--- src/rtl/mem_access_unit.sv ---
// Memory-stage access unit: turns M-stage load/store controls into a registered
// data-memory request, stalls the pipeline until the access completes or times out,
// and owns the M/W pipeline register.
//
// Ports:
//   clk, rst              clock, asynchronous active-low reset
//   RegWriteM, MemWriteM, ResultSrcM, ALUResultM, WriteDataM, RdM, PCPlus4M
//                         M-stage instruction fields (ResultSrcM=2'b01 is a load)
//   memReq, memWe, memAddr, memWData
//                         registered data-memory request
//   memAck, memRData      memory completion strobe and load data
//   StallM                holds F/D/E/M registers while high
//   RegWriteW, ResultSrcW, ALUResultW, ReadDataW, RdW, PCPlus4W
//                         M/W pipeline register
//   errMisalign, errTimeout
//                         sticky error flags, cleared only by reset
module mem_access_unit #(
  parameter int unsigned TIMEOUT = 15
) (
  input  logic        clk,
  input  logic        rst,
  input  logic        RegWriteM,
  input  logic        MemWriteM,
  input  logic [1:0]  ResultSrcM,
  input  logic [31:0] ALUResultM,
  input  logic [31:0] WriteDataM,
  input  logic [4:0]  RdM,
  input  logic [31:0] PCPlus4M,
  output logic        memReq,
  output logic        memWe,
  output logic [31:0] memAddr,
  output logic [31:0] memWData,
  input  logic        memAck,
  input  logic [31:0] memRData,
  output logic        StallM,
  output logic        RegWriteW,
  output logic [1:0]  ResultSrcW,
  output logic [31:0] ALUResultW,
  output logic [31:0] ReadDataW,
  output logic [4:0]  RdW,
  output logic [31:0] PCPlus4W,
  output logic        errMisalign,
  output logic        errTimeout
);

  localparam int unsigned CntW = (TIMEOUT < 1) ? 1 : $clog2(TIMEOUT + 1);

  typedef enum logic [1:0] {
    StIdle = 2'd0,
    StBusy = 2'd1,
    StResp = 2'd2
  } state_e;

  state_e          state;
  logic [CntW-1:0] tmo_cnt;
  logic [CntW-1:0] tmo_cnt_inc;
  logic [31:0]     rdata_buf;
  logic            mem_op;
  logic            aligned;
  logic            start;
  logic            misalign;

  always_comb begin
    mem_op      = MemWriteM | (ResultSrcM == 2'b01);
    aligned     = (ALUResultM[1:0] == 2'b00);
    start       = mem_op & aligned;
    misalign    = mem_op & ~aligned;
    tmo_cnt_inc = tmo_cnt + CntW'(1);
  end

  // Combinational so the instruction is held in M on the very cycle it is detected.
  // Gated by rst so the pipeline is released while reset is asserted.
  assign StallM = rst & (((state == StIdle) & start) | (state == StBusy));

  always_ff @(posedge clk or negedge rst) begin
    if (!rst) begin
      state       <= StIdle;
      memReq      <= 1'b0;
      memWe       <= 1'b0;
      memAddr     <= 32'h0;
      memWData    <= 32'h0;
      tmo_cnt     <= '0;
      rdata_buf   <= 32'h0;
      errMisalign <= 1'b0;
      errTimeout  <= 1'b0;
    end else begin
      case (state)
        StIdle: begin
          if (start) begin
            memReq   <= 1'b1;
            memWe    <= MemWriteM;
            memAddr  <= ALUResultM;
            memWData <= WriteDataM;
            tmo_cnt  <= '0;
            state    <= StBusy;
          end else if (misalign) begin
            errMisalign <= 1'b1;
          end
        end
        StBusy: begin
          // Ack has priority over the timeout in the same cycle.
          if (memAck) begin
            rdata_buf <= memWe ? 32'h0 : memRData;
            memReq    <= 1'b0;
            memWe     <= 1'b0;
            state     <= StResp;
          end else if (tmo_cnt_inc == CntW'(TIMEOUT)) begin
            errTimeout <= 1'b1;
            rdata_buf  <= 32'h0;
            memReq     <= 1'b0;
            memWe      <= 1'b0;
            state      <= StResp;
          end else begin
            tmo_cnt <= tmo_cnt_inc;
          end
        end
        StResp: begin
          state <= StIdle;
        end
        default: begin
          state <= StIdle;
        end
      endcase
    end
  end

  // M/W register: bubble while stalled (data fields hold), otherwise capture M.
  // ReadDataW carries the access result only on the RESP pass-through.
  always_ff @(posedge clk or negedge rst) begin
    if (!rst) begin
      RegWriteW  <= 1'b0;
      ResultSrcW <= 2'b00;
      ALUResultW <= 32'h0;
      ReadDataW  <= 32'h0;
      RdW        <= 5'd0;
      PCPlus4W   <= 32'h0;
    end else if (StallM) begin
      RegWriteW  <= 1'b0;
      ResultSrcW <= 2'b00;
      RdW        <= 5'd0;
    end else begin
      RegWriteW  <= RegWriteM;
      ResultSrcW <= ResultSrcM;
      ALUResultW <= ALUResultM;
      ReadDataW  <= (state == StResp) ? rdata_buf : 32'h0;
      RdW        <= RdM;
      PCPlus4W   <= PCPlus4M;
    end
  end

endmodule
--- config.mk ---
export PLATFORM = sky130hd
export DESIGN_NAME = mem_access_unit
export DESIGN_NICKNAME = d
export VERILOG_FILES = /design/src/rtl/mem_access_unit.sv
export SDC_FILE = /design/constraint.sdc
export NUM_CORES = 1
export LEC_CHECK = 0
export ABC_AREA = 1
export ABC_CLOCK_PERIOD_IN_PS = 1600
export BUFFER_PORTS_ARGS = -buffer_cell sky130_fd_sc_hd__buf_2
export CAP_MARGIN = 5
export CORE_ASPECT_RATIO = 1.25
export CORE_MARGIN = 2
export CORE_UTILIZATION = 40
export DETAILED_ROUTE_END_ITERATION = 7
export PLACE_DENSITY_LB_ADDON = 0.3
export SLEW_MARGIN = 5
export SYNTH_ARGS = -nofsm -noshare
export SYNTH_HDL_FRONTEND = slang
export SYNTH_SLANG_ARGS = --single-unit
--- constraint.sdc ---
create_clock -name clk -period 1.6 [get_ports clk]
set_input_delay 0.32 -clock clk [delete_from_list [all_inputs] [get_ports clk]]
set_output_delay 0.32 -clock clk [all_outputs]
set_load 0.01 [all_outputs]
* Yosys cells after proc, flatten, opt, wreduce, memory -nomap -nowiden *
Cells that the tools add are included.

word-level totals
  bits in registers = 210
  input bits = 140
  output and inout bits = 173
  word-level logic and storage cells = 65

cells by class
  add/sub/neg operators = 1
  eq/ne operators = 8
  muxes and demuxes = 21
  bitwise logic cells = 9
  reduce and logical (&&, ||, !) cells = 11

operators by type and width
  operator             number
  $mux 32              4
  $mux 4               3
  $reduce_and 3->1     3
  $mux 2               4
  $pmux 4 s2           1
  $ne 2x2->1 const B   3
  $reduce_and 2->1     3
  $mux 1               5
  $mux 5               1
  $add 4x1->4 const B  1
  $and 1x1->1          4
  $eq 2x1->1 const B   2
  $eq 4x4->1 const B   1
  $logic_not 2->1      2
  $pmux 1 s2           2
  $pmux 2 s2           1
  $reduce_and 4->1     1
  $reduce_bool 2->1    2
  $ne 3x2->1 const B   1
  $not 1->1            3
  $eq 2x2->1 const B   1
  $or 1x1->1           2

* Longest topological paths before layout *
Gate-level depths: netlist of run 1.

  depth in word-level cells = 7
  depth in mapped cells = 11

* Worst setup path after synthesis of run 1 *
OpenSTA, ideal clock, no wires.

  path type = reg-to-reg
  start point = register tmo_cnt[0]
  end point = register rdata_buf[10]
  arrival = 1.379 ns
  data required time = 1.483 ns
  setup slack = 0.104 ns
  cell stages (with the launch flop) = 11
  buffers on the path = 1
  path through = dfrtp_1 -> ha_1 -> nand2_1 -> nand2_1 -> nor2_1 -> nand2_1 -> nand2_2 -> nand2_4 -> buf_6 -> nand2_1 -> nand2_1

on the way
  word-level cells in the longest chain between the ends = 4

RTL lines
  what                                RTL line  text
  start, declared                     55        logic [CntW-1:0] tmo_cnt;
  start signal, assigned              114       tmo_cnt <= tmo_cnt_inc;
  $add 4x1->4                         68        tmo_cnt_inc = tmo_cnt + CntW'(1);
  $eq 4x4->1                          107       end else if (tmo_cnt_inc == CntW'(TIMEOUT)) begin
  $reduce_bool 2->1 (no source line)  n/a
  $reduce_and 2->1 (no source line)   n/a
  end signal, assigned                103       rdata_buf <= memWe ? 32'h0 : memRData;
  end, declared                       57        logic [31:0] rdata_buf;

No other way between the ends.
A chain may end at the register's enable or synchronous reset.

* Worst setup path in the final report of run 1 *
  start point = register state[0]
  end point = output StallM

on the way
  word-level cells in the longest chain between the ends = 4

RTL lines
  what                    RTL line  text
  start, declared         54        state_e state;
  start signal, assigned  77        state <= StIdle;
  start signal, assigned  95        state <= StBusy;
  start signal, assigned  106       state <= StResp;
  $logic_not 2->1         73        assign StallM = rst & (((state == StIdle) & start) | (state == StBusy));
  $and 1x1->1             73
  $or 1x1->1 (*)          73
  $and 1x1->1 (*)         73
  end, declared           35        output logic StallM,

Mark *: on every way between the ends. The rest lies on a longest branch, timed or not.

==> impl_metrics.py, run 1 <==
metrics = {
    "clocking": {
        "clk_root_buffer_cell": "clkbuf_16",
        "numClockSinks": 210,
        "cts_tree": "done",
        "cts-htree-levels": 1,
        "clk_latency_ns": 0.50,
        "clockBufferDepth": 3,
        "cts_buffers": 23,
        "clk_pin_slew_ns": 0.06,
    },
    "setup_path": {
        "path_cells": "buf_4, nand2_1, nand2_4, nand2_4, inv_2, buf_6",
        "r2r_cells": 8,
        "critPathCaptureType": "output port",
        "r2r_start": "state[0]$_DFFE_PN0P_",
        "worst_path_max_delay_cell": "dfrtp_1",
        "timing_worst_setup_path_type": "flip-flop to output port",
        "critPathMaxStageDelay_ns": 0.39,
        "cp_max_fo": 3,
        "cpMostUsedCell": "nand2_4",
        "crit_required_ns": 1.28,
        "arrival_ns": 1.51,
        "r2r_end": "PCPlus4W[20]$_DFFE_PN0N_",
        "cp-start-kind": "flip-flop",
        "r2r_slack_ns": 0.01,
    },
    "min_path": {
        "hold-path-endpoint": "PCPlus4W[19]$_DFFE_PN0N_",
        "hp-class": "input port to flip-flop",
        "hp-start": "PCPlus4M[19]",
        "min_path_cells": 3,
    },
    "sta": {
        "setup_violations": 47,
        "finalHoldViolCount": 0,
        "rsz0062_at_grt": "yes",
        "fmax_ghz": 0.545,
        "relSlewSlack_pct": 53.7,
        "period_minus_slack_ns": 1.83,
        "period_share_pct": 115,
        "worstMarginPinSlew_ns": 0.692,
        "maxSlewViolCount": 0,
        "hold_ws_ns": 0.0144,
        "clock_skew_ns": 0.00977,
        "setup_ws_ns": -0.235,
    },
    "grt": {
        "grt_pass1_vias": 6967,
        "grt_pass1_wl_um": 36100,
        "overflow": 0,
        "antenna_found_initial": 1,
        "grt.total_usage_pct": 20.3,
        "grt_start_max_net_pins": 83,
    },
    "place": {
        "pre_cts_ws_ns": -0.149,
        "placed_cell_area_um2": 10200,
        "dpl.cell_count": 1470,
        "routabilityCongestion": 0.808,
        "portBuffers": 312,
        "dp_hpwl_um": 15500,
    },
    "floorplan": {
        "die_h_um": 165,
        "rows": 58,
        "die_w_um": 133,
        "initial_core_util_pct": 40.9,
        "die_area_um2": 21800,
        "io_pins": 313,
        "core_area_um2": 20200,
    },
    "routing": {
        "viasPerCell": 4.75,
        "drc": 0,
        "routed_wl_um": 23800,
        "dr.pass1.iters": 4,
        "vias": 7336,
        "drt_iter0_markers": 406,
        "final_antenna_net_count": 0,
        "wl_per_cell_um": 15.4,
    },
    "cells_and_area": {
        "antenna-diode-count": 0,
        "fin_area_um2": 11400,
        "areaGrowthSynthToFinish_pct": 38.1,
        "final_cell_mix": "431 x nand2_1, 310 x buf_2, 209 x dfrtp_1",
        "final_cells": 1543,
        "finalNetCount": 1399,
        "final_common_cell": "nand2_1",
        "final_util_pct": 56.5,
        "drive_above_1_share_pct": 31.3,
    },
    "power_and_ir_drop": {
        "power_leakage_nw": 6.40,
        "powerDensity_nw_per_um2": 1360,
        "ir_drop_v": 0.000849,
    },
    "synth": {
        "avgSynthCellArea_um2": 9.08,
        "synth_seq_cells": 210,
        "synthCells": 909,
        "netlist_area_um2": 8260,
        "ys_seq_area_share_pct": 63.6,
        "synth_nets": 1051,
        "ys_types": 20,
        "synth_warnings": 0,
    },
    "flow_run": {
        "maxCapViolations": 0,
    },
    "outcome": {
        "violations": "negative setup slack",
        "status": "complete, but fails checks",
    },
}
-- cells by family after synthesis --
group | synth area share, %
AOI/OAI and AO/OA | 2.26
DFF | 63.6
and+or+nand+nor | 27.6
adders and majority gates | 0.303
buffers and inverters | 6.20
-- where the power goes --
group | switching [mW] | leakage (nW) | internal (mW)
logic | 2.03 | 3.39 | 1.41
registers | 0.563 | 2.65 | 6.35
clock network | 2.08 | 0.360 | 3.07
-- critical path, delay by kind of cell (launching register included) --
kind                   cells  cell delay, ns
and+or+nand+nor            3            0.32
buffers and inverters      3            0.29
DFF                        1            0.39
-- layer usage --
layer  global-route usage, %  routed length, µm  vias to the layer above
met5                       0                  0                        -
met4                    6.16                590                        0
met3                    4.73               1740                       50
met2                    34.5              11800                      273
met1                    26.2               9670                     3477
li1                        -                  -                     3536
-- stage by stage --
| step | total power, mW | setup TNS [ns] |
|---|---|---|
| floorplan | 8.64 | 0 |
| global placement | 10.2 | -5.21 |
| detailed placement | 10.3 | -7.08 |
| CTS | 15.6 | -1.58 |
| global route | 16.4 | -11.47 |
| finish | 15.5 | -1.51 |
-- state kept, by name, summed over array words and instances (netlist names) --
signal,cells
errTimeout,1
RegWriteW,1
ReadDataW,32
PCPlus4W,32
RdW,5
memReq,1
ResultSrcW,2
memWe,1
errMisalign,1
ALUResultW,32
memWData,32
tmo_cnt,4
state,2
rdata_buf,32
memAddr,32
-- layout make-up --
| cell class | instances | area [µm²] |
|---|---|---|
| Clock buffer | 30 | 622 |
| Clock inverter | 11 | 118 |
| Fill cell | 1843 | 8770 |
| Inverter | 54 | 215 |
| Multi-Input combinational cell | 592 | 2510 |
| Sequential cell | 210 | 5260 |
| Tap cell | 270 | 338 |
| Timing Repair Buffer | 376 | 2340 |
-- how the worst max path moves through the flow --
stage | depth (start not counted) | slack, ns | startpoint | end
CTS | 7 | -0.27 | state[1]$_DFFE_PN0P_ | StallM
floorplan | 10 | 0.10 | tmo_cnt[0]$_DFFE_PN0P_ | rdata_buf[10]$_DFFE_PN0P_
global placement | 9 | -0.14 | ALUResultM[0] | memAddr[15]$_DFFE_PN0P_
global route | 7 | -0.32 | state[0]$_DFFE_PN0P_ | StallM
finish | 6 | -0.23 | state[0]$_DFFE_PN0P_ | StallM
detailed placement | 9 | -0.15 | ALUResultM[0] | memWData[11]$_DFFE_PN0P_
-- synthesized netlist by cell type --
| cell | number | area share [%] |
|---|---|---|
| buf_6 | 12 | 1.6 |
| ha_1 | 2 | 0.30 |
| inv_2 | 2 | 0.091 |
| dfrtp_1 | 210 | 64 |
| nand3_1 | 71 | 4.3 |
| nand2_4 | 1 | 0.14 |
| o21ai_0 | 32 | 1.9 |
| nand3_2 | 1 | 0.12 |
| inv_1 | 52 | 2.4 |
| buf_4 | 1 | 0.091 |
| nand2_2 | 2 | 0.15 |
| o21bai_2 | 1 | 0.14 |
| clkbuf_1 | 27 | 1.2 |
| nand2_1 | 432 | 20 |
| nand3b_1 | 1 | 0.091 |
| o21bai_1 | 1 | 0.091 |
| nor2_1 | 13 | 0.59 |
| a21o_1 | 1 | 0.091 |
| buf_2 | 13 | 0.79 |
| nand4_1 | 34 | 2.6 |
-- repair_timing --
action                     CTS  global route
pin swaps                    4             1
gates cloned                 0             5
resized for setup            6            13
setup endpoints to repair    1           182
hold buffers                23             0
hold endpoints to repair   161             0
setup buffers                2             2
Power figures use the tool's default switching activity.
==> run 2: changes to the inputs <==
Settings changed: PLACE_DENSITY_LB_ADDON 0.3 to 0.12.
==> run 2 against run 1 <==
Net effect: the flow still finishes with violations (negative setup slack); fmax increased by 2.3%; register-to-register slack better by 0.07 ns; power increased by 0.13%; cell count down 0.45%; largest cell class unchanged.
==> impl_metrics.py, run 2 (synthesis gave the netlist of run 1 again) <==
metrics = {
    "outcome": {
        "status": "complete, but fails checks",
        "violations": "negative setup slack",
    },
    "routing": {
        "dr.pass1.iters": 4,
        "routed_wl_um": 23300,
        "vias": 7158,
        "drt_iter0_markers": 405,
        "viasPerCell": 4.66,
        "final_antenna_net_count": 0,
        "drc": 0,
        "wl_per_cell_um": 15.2,
    },
    "clocking": {
        "clk_latency_ns": 0.50,
        "cts-htree-levels": 1,
        "cts_tree": "done",
        "clockBufferDepth": 3,
        "clk_pin_slew_ns": 0.06,
        "cts_buffers": 22,
        "clk_root_buffer_cell": "clkbuf_16",
        "numClockSinks": 210,
    },
    "power_and_ir_drop": {
        "power_leakage_nw": 6.36,
        "p_switching_mw": 4.66,
        "powerDensity_nw_per_um2": 1380,
        "pwr-share-seq_pct": 44.4,
        "ir_drop_v": 0.000769,
        "switching_share_pct": 30.0,
        "clock_power_share_pct": 33.3,
        "power_frac_comb_pct": 22.3,
        "intPower_mw": 10.9,
    },
    "cells_and_area": {
        "finalNetCount": 1390,
        "final_common_cell": "nand2_1",
        "fin_area_um2": 11300,
        "final_cell_mix": "430 x nand2_1, 310 x buf_2, 210 x dfrtp_1",
        "areaGrowthSynthToFinish_pct": 36.6,
        "drive_above_1_share_pct": 31.8,
    },
    "min_path": {
        "hp-start": "WriteDataM[15]",
        "hold-path-endpoint": "memWData[15]$_DFFE_PN0P_",
        "hp-class": "input port to flip-flop",
        "min_path_cells": 3,
    },
    "grt": {
        "grt_pass1_wl_um": 36600,
        "antenna_found_initial": 3,
        "grt_start_max_net_pins": 120,
        "overflow": 0,
        "grt_pass1_vias": 6981,
        "grt.total_usage_pct": 20.7,
    },
    "sta": {
        "hold_ws_ns": 0.0150,
        "rsz0062_at_grt": "yes",
        "maxSlewViolCount": 0,
        "worstMarginPinSlew_ns": 0.624,
        "period_minus_slack_ns": 1.79,
        "clock_skew_ns": 0.0100,
        "period_share_pct": 112,
        "setup_ws_ns": -0.194,
        "setup_violations": 1,
        "fmax_ghz": 0.557,
        "finalHoldViolCount": 0,
        "relSlewSlack_pct": 58.4,
    },
    "setup_path": {
        "crit_buf_inv": 2,
        "r2r_slack_ns": 0.08,
        "path_depth": 6,
        "cp_max_fo": 2,
        "cp-start-kind": "flip-flop",
        "r2r_cells": 9,
        "critPathMaxStageDelay_ns": 0.39,
        "worst_path_max_delay_cell": "dfrtp_1",
        "crit_family": "simple AND/OR/NAND/NOR gates",
        "arrival_ns": 1.47,
        "critPathCaptureType": "output port",
        "crit_required_ns": 1.28,
        "r2r_end": "PCPlus4W[30]$_DFFE_PN0N_",
        "r2r_start": "state[0]$_DFFE_PN0P_",
        "path_cells": "nor2_2, nand3_2, nand2_2, nand2_4, inv_4, buf_6",
        "timing_worst_setup_path_type": "flip-flop to output port",
    },
    "floorplan": {
        "die_h_um": 165,
        "die_area_um2": 21800,
        "initial_core_util_pct": 40.9,
        "rows": 58,
        "die_w_um": 133,
        "core_area_um2": 20200,
        "io_pins": 313,
    },
    "flow_run": {
        "maxCapViolations": 0,
    },
    "place": {
        "pre_cts_ws_ns": -0.0103,
        "portBuffers": 312,
        "routabilityCongestion": 0.815,
        "dp_hpwl_um": 15600,
        "placed_cell_area_um2": 10300,
    },
}
[run 2: changes by cell type in the layout (fill, tap and decap cells not counted), moves of 2 or more]
cell and delta:
dlygate4sd3_1 -12, buf_6 -5, buf_4 +9, nand2_8 +2, clkinvlp_4 -2, diode_2 +3
[run 2: repair_timing]
action | CTS | global route
setup endpoints to repair | 13 | 89
hold buffers | 11 | 0
gates resized for setup | 5 | 3
pin swaps | 4 | 4
hold endpoints to repair | 220 | 0
gates cloned | 0 | 3
setup buffers | 8 | 2
[run 2: routing by layer]
| layer | share of wire, % | vias up | track usage [%] | wire [µm] |
|---|---|---|---|---|
| met5 | 0.056 | - | 0 | 13 |
| met4 | 2.6 | 2 | 7.18 | 596 |
| met3 | 6.5 | 42 | 4.76 | 1510 |
| met2 | 49 | 223 | 35.4 | 11500 |
| met1 | 42 | 3358 | 26.1 | 9760 |
| li1 | - | 3533 | - | - |
[run 2: cell type report]
| type | count | area, µm² |
|---|---|---|
| Timing Repair Buffer | 367 | 2210 |
| Sequential cell | 210 | 5260 |
| Antenna cell | 3 | 7.51 |
| Tap cell | 270 | 338 |
| Clock buffer | 31 | 636 |
| Clock inverter | 8 | 90.1 |
| Inverter | 54 | 205 |
| Multi-Input combinational cell | 593 | 2540 |
| Fill cell | 1917 | 8890 |
[run 2: worst max-delay path by stage]
stage | slack [ns] | endpoint | start
2_1_floorplan | 0.10 | rdata_buf[10]$_DFFE_PN0P_ | tmo_cnt[0]$_DFFE_PN0P_
3_3_place_gp | 0.02 | ALUResultW[15]$_DFFE_PN0N_ | ALUResultM[1]
3_5_place_dp | -0.01 | ALUResultW[8]$_DFFE_PN0N_ | ALUResultM[1]
4_1_cts | -0.21 | StallM | state[1]$_DFFE_PN0P_
5_1_grt | -0.27 | StallM | state[0]$_DFFE_PN0P_
6_report | -0.19 | StallM | state[0]$_DFFE_PN0P_
[run 2: stage by stage]
step           instances  power (mW)  TNS [ns]  utilization [%]
2_1_floorplan        909        8.64         0                -
6_report            1536        15.5    -0.194             55.9
4_1_cts             1529        15.6    -0.214             55.4
3_5_place_dp        1471        10.3   -0.0210             50.9
3_3_place_gp        1471        10.2         0             50.9
5_1_grt             1535        16.4    -0.644             55.9
[run 2: worst min-delay path: stages]
cell and delay, ns:
buf_2 0.07, nand2_1 0.04, nand2_1 0.04
[run 2: power by group through the flow]
stage               sequential (mW)  clock [mW]  combinational, mW
floorplan                      7.30           0               1.34
global placement               6.96           0               3.28
detailed placement             6.97           0               3.34
CTS                            6.90        5.29               3.43
global route                   7.02        5.53               3.87
finish                         6.90        5.16               3.46
==> run 3: changes to the inputs <==
Settings changed: ABC_CLOCK_PERIOD_IN_PS 1600 to 1800, BUFFER_PORTS_ARGS -buffer_cell sky130_fd_sc_hd__buf_2 to not set, CORE_ASPECT_RATIO 1.25 to not set, DONT_BUFFER_PORTS set to 1.
Clock period 1.6 ns to 1.8 ns, I/O delays scaled along.
==> run 3 against run 2 <==
Net effect: the flow finishes with violations (negative hold slack); critical path depth down 1; first-iteration DRC count down 23%; routed wire length down 2.3%; cell count down 14%; power down 15%; via count down 9.7%; clock skew down 0.0010 ns; critical path type unchanged.
==> impl_metrics.py, run 3 (synthesis gave the netlist of run 1 again) <==
metrics = {
    "routing": {
        "routed_wl_um": 22800,
        "vias": 6462,
        "final_antenna_net_count": 0,
        "dr.pass1.iters": 5,
        "drt_iter0_markers": 312,
        "wl_per_cell_um": 17.3,
        "drc": 0,
        "viasPerCell": 4.90,
    },
    "cells_and_area": {
        "final_cell_mix": "431 x nand2_1, 210 x dfrtp_1, 129 x dlygate4sd3_1",
        "areaGrowthSynthToFinish_pct": 29.3,
        "drive_above_1_share_pct": 6.67,
        "antenna-diode-count": 0,
        "final_common_cell": "nand2_1",
        "finalNetCount": 1176,
    },
    "setup_path": {
        "cp_max_fo": 2,
        "critPathMaxStageDelay_ns": 0.39,
        "cp-start-kind": "flip-flop",
        "timing_worst_setup_path_type": "flip-flop to output port",
        "path_cells": "nor2_2, nand3_2, nand2_4, nand2_8, inv_6",
        "arrival_ns": 1.42,
        "critPathCaptureType": "output port",
        "r2r_slack_ns": 0.10,
        "worst_path_max_delay_cell": "dfrtp_1",
        "crit_required_ns": 1.44,
    },
    "sta": {
        "period_share_pct": 99.0,
        "setup_violations": 0,
        "period_minus_slack_ns": 1.78,
        "clock_skew_ns": 0.00900,
        "rsz0062_at_grt": "yes",
        "finalHoldViolCount": 210,
        "fmax_ghz": 0.561,
        "worstMarginPinSlew_ns": 0.773,
        "hold_ws_ns": -0.449,
        "maxSlewViolCount": 0,
        "relSlewSlack_pct": 48.5,
        "setup_ws_ns": 0.0180,
    },
    "clocking": {
        "clockBufferDepth": 3,
        "clk_latency_ns": 0.50,
        "cts_buffers": 24,
        "postCtsHoldBufs": 129,
        "cts-htree-levels": 1,
        "numClockSinks": 210,
        "clk_root_buffer_cell": "clkbuf_16",
        "cts_tree": "done",
        "clk_pin_slew_ns": 0.06,
    },
    "outcome": {
        "violations": "negative hold slack",
        "status": "complete, but fails checks",
    },
    "floorplan": {
        "initial_core_util_pct": 40.8,
        "core_area_um2": 20200,
        "rows": 52,
        "die_area_um2": 21800,
        "die_h_um": 148,
        "die_w_um": 148,
        "io_pins": 313,
    },
    "place": {
        "dp_hpwl_um": 13000,
        "pre_cts_ws_ns": 0.0840,
        "routabilityCongestion": 0.764,
        "portBuffers": 0,
    },
    "grt": {
        "grt_start_max_net_pins": 276,
        "grt.total_usage_pct": 20.0,
        "overflow": 0,
        "grt_pass1_vias": 6512,
        "antenna_found_initial": 0,
        "grt_pass1_wl_um": 35500,
    },
    "flow_run": {
        "maxCapViolations": 0,
    },
    "power_and_ir_drop": {
        "ir_drop_v": 0.000725,
        "power_leakage_nw": 5.40,
        "powerDensity_nw_per_um2": 1230,
    },
    "min_path": {
        "hp-class": "input port to async pin",
    },
}
## run 3: cell types whose count changed in the layout (fill, tap and decap cells not counted), sizes merged
| cell | change |
|---|---|
| buf | -332 |
| dlygate4sd3 | +118 |
| clkbuf | +7 |
| clkinv | -3 |
| diode | -3 |
| bufinv | -2 |
| nand2 | -1 |
## run 3: per-layer routing
metal	global-route usage, %	up-vias	share of wire, %
li1	-	3096	-
met1	25.9	3069	42
met2	32.1	245	46
met3	6.48	52	8.5
met4	6.49	0	3.4
met5	0	-	0
## run 3: power breakdown
group	internal (mW)	switching (mW)	leakage, nW	total, mW
combinational	0.744	0.979	2.36	1.72
clock	2.89	1.86	0.390	4.75
sequential	5.65	1.03	2.65	6.68
total	9.28	3.87	5.40	13.2
## run 3: per-stage QoR
| step | utilization [%] | total power, mW | setup TNS [ns] | area (µm²) | std cells |
|---|---|---|---|---|---|
| 2_1_floorplan | - | 7.68 | 0 | 8260 | 909 |
| 3_3_place_gp | 41.9 | 8.13 | 0 | 8470 | 1141 |
| 3_5_place_dp | 41.9 | 8.16 | 0 | 8470 | 1141 |
| 4_1_cts | 52.4 | 13.3 | 0 | 10600 | 1318 |
| 5_1_grt | 52.8 | 13.8 | -0.0487 | 10700 | 1320 |
| 6_report | 52.8 | 13.2 | 0 | 10700 | 1320 |
## run 3: critical path, delay by kind of cell, from the launching register on
kind / cells / cell delay, ns
AND/OR/NAND/NOR: 4 / 0.46
buffers and inverters: 1 / 0.07
flip-flops: 1 / 0.39
## run 3: cell type report
class	instances	area, µm²
clock buffers	39	768
clock inverters	3	15.0
fillers	1848	9560
inverters	54	210
multi-input cells	592	2530
flip-flops and latches	210	5260
well taps	270	338
repair buffers	152	1560
## run 3: repair_timing
| item | in CTS | in global routing |
|---|---|---|
| endpoints found under the setup margin | 1 | 78 |
| endpoints found under the hold margin | 365 | 210 |
| setup buffers | 6 | 0 |
| resized for setup | 4 | 3 |
| cloned | 0 | 2 |
| pin swaps | 4 | 0 |
## run 3: worst paths after layout
| kind | from | endpoint | cells past startpoint |
|---|---|---|---|
| min in group clk | memRData[16] | rdata_buf[16]$_DFFE_PN0P_ | 2 |
| hold reg to reg | rdata_buf[14]$_DFFE_PN0P_ | rdata_buf[14]$_DFFE_PN0P_ | 2 |
| setup / recovery | state[1]$_DFFE_PN0P_ | StallM | 5 |
| hold / removal | rst | memWData[26]$_DFFE_PN0P_ | 0 |
| max in group asynchronous | rst | PCPlus4W[27]$_DFFE_PN0N_ | 0 |
| setup reg to reg | state[1]$_DFFE_PN0P_ | memWData[7]$_DFFE_PN0P_ | 8 |
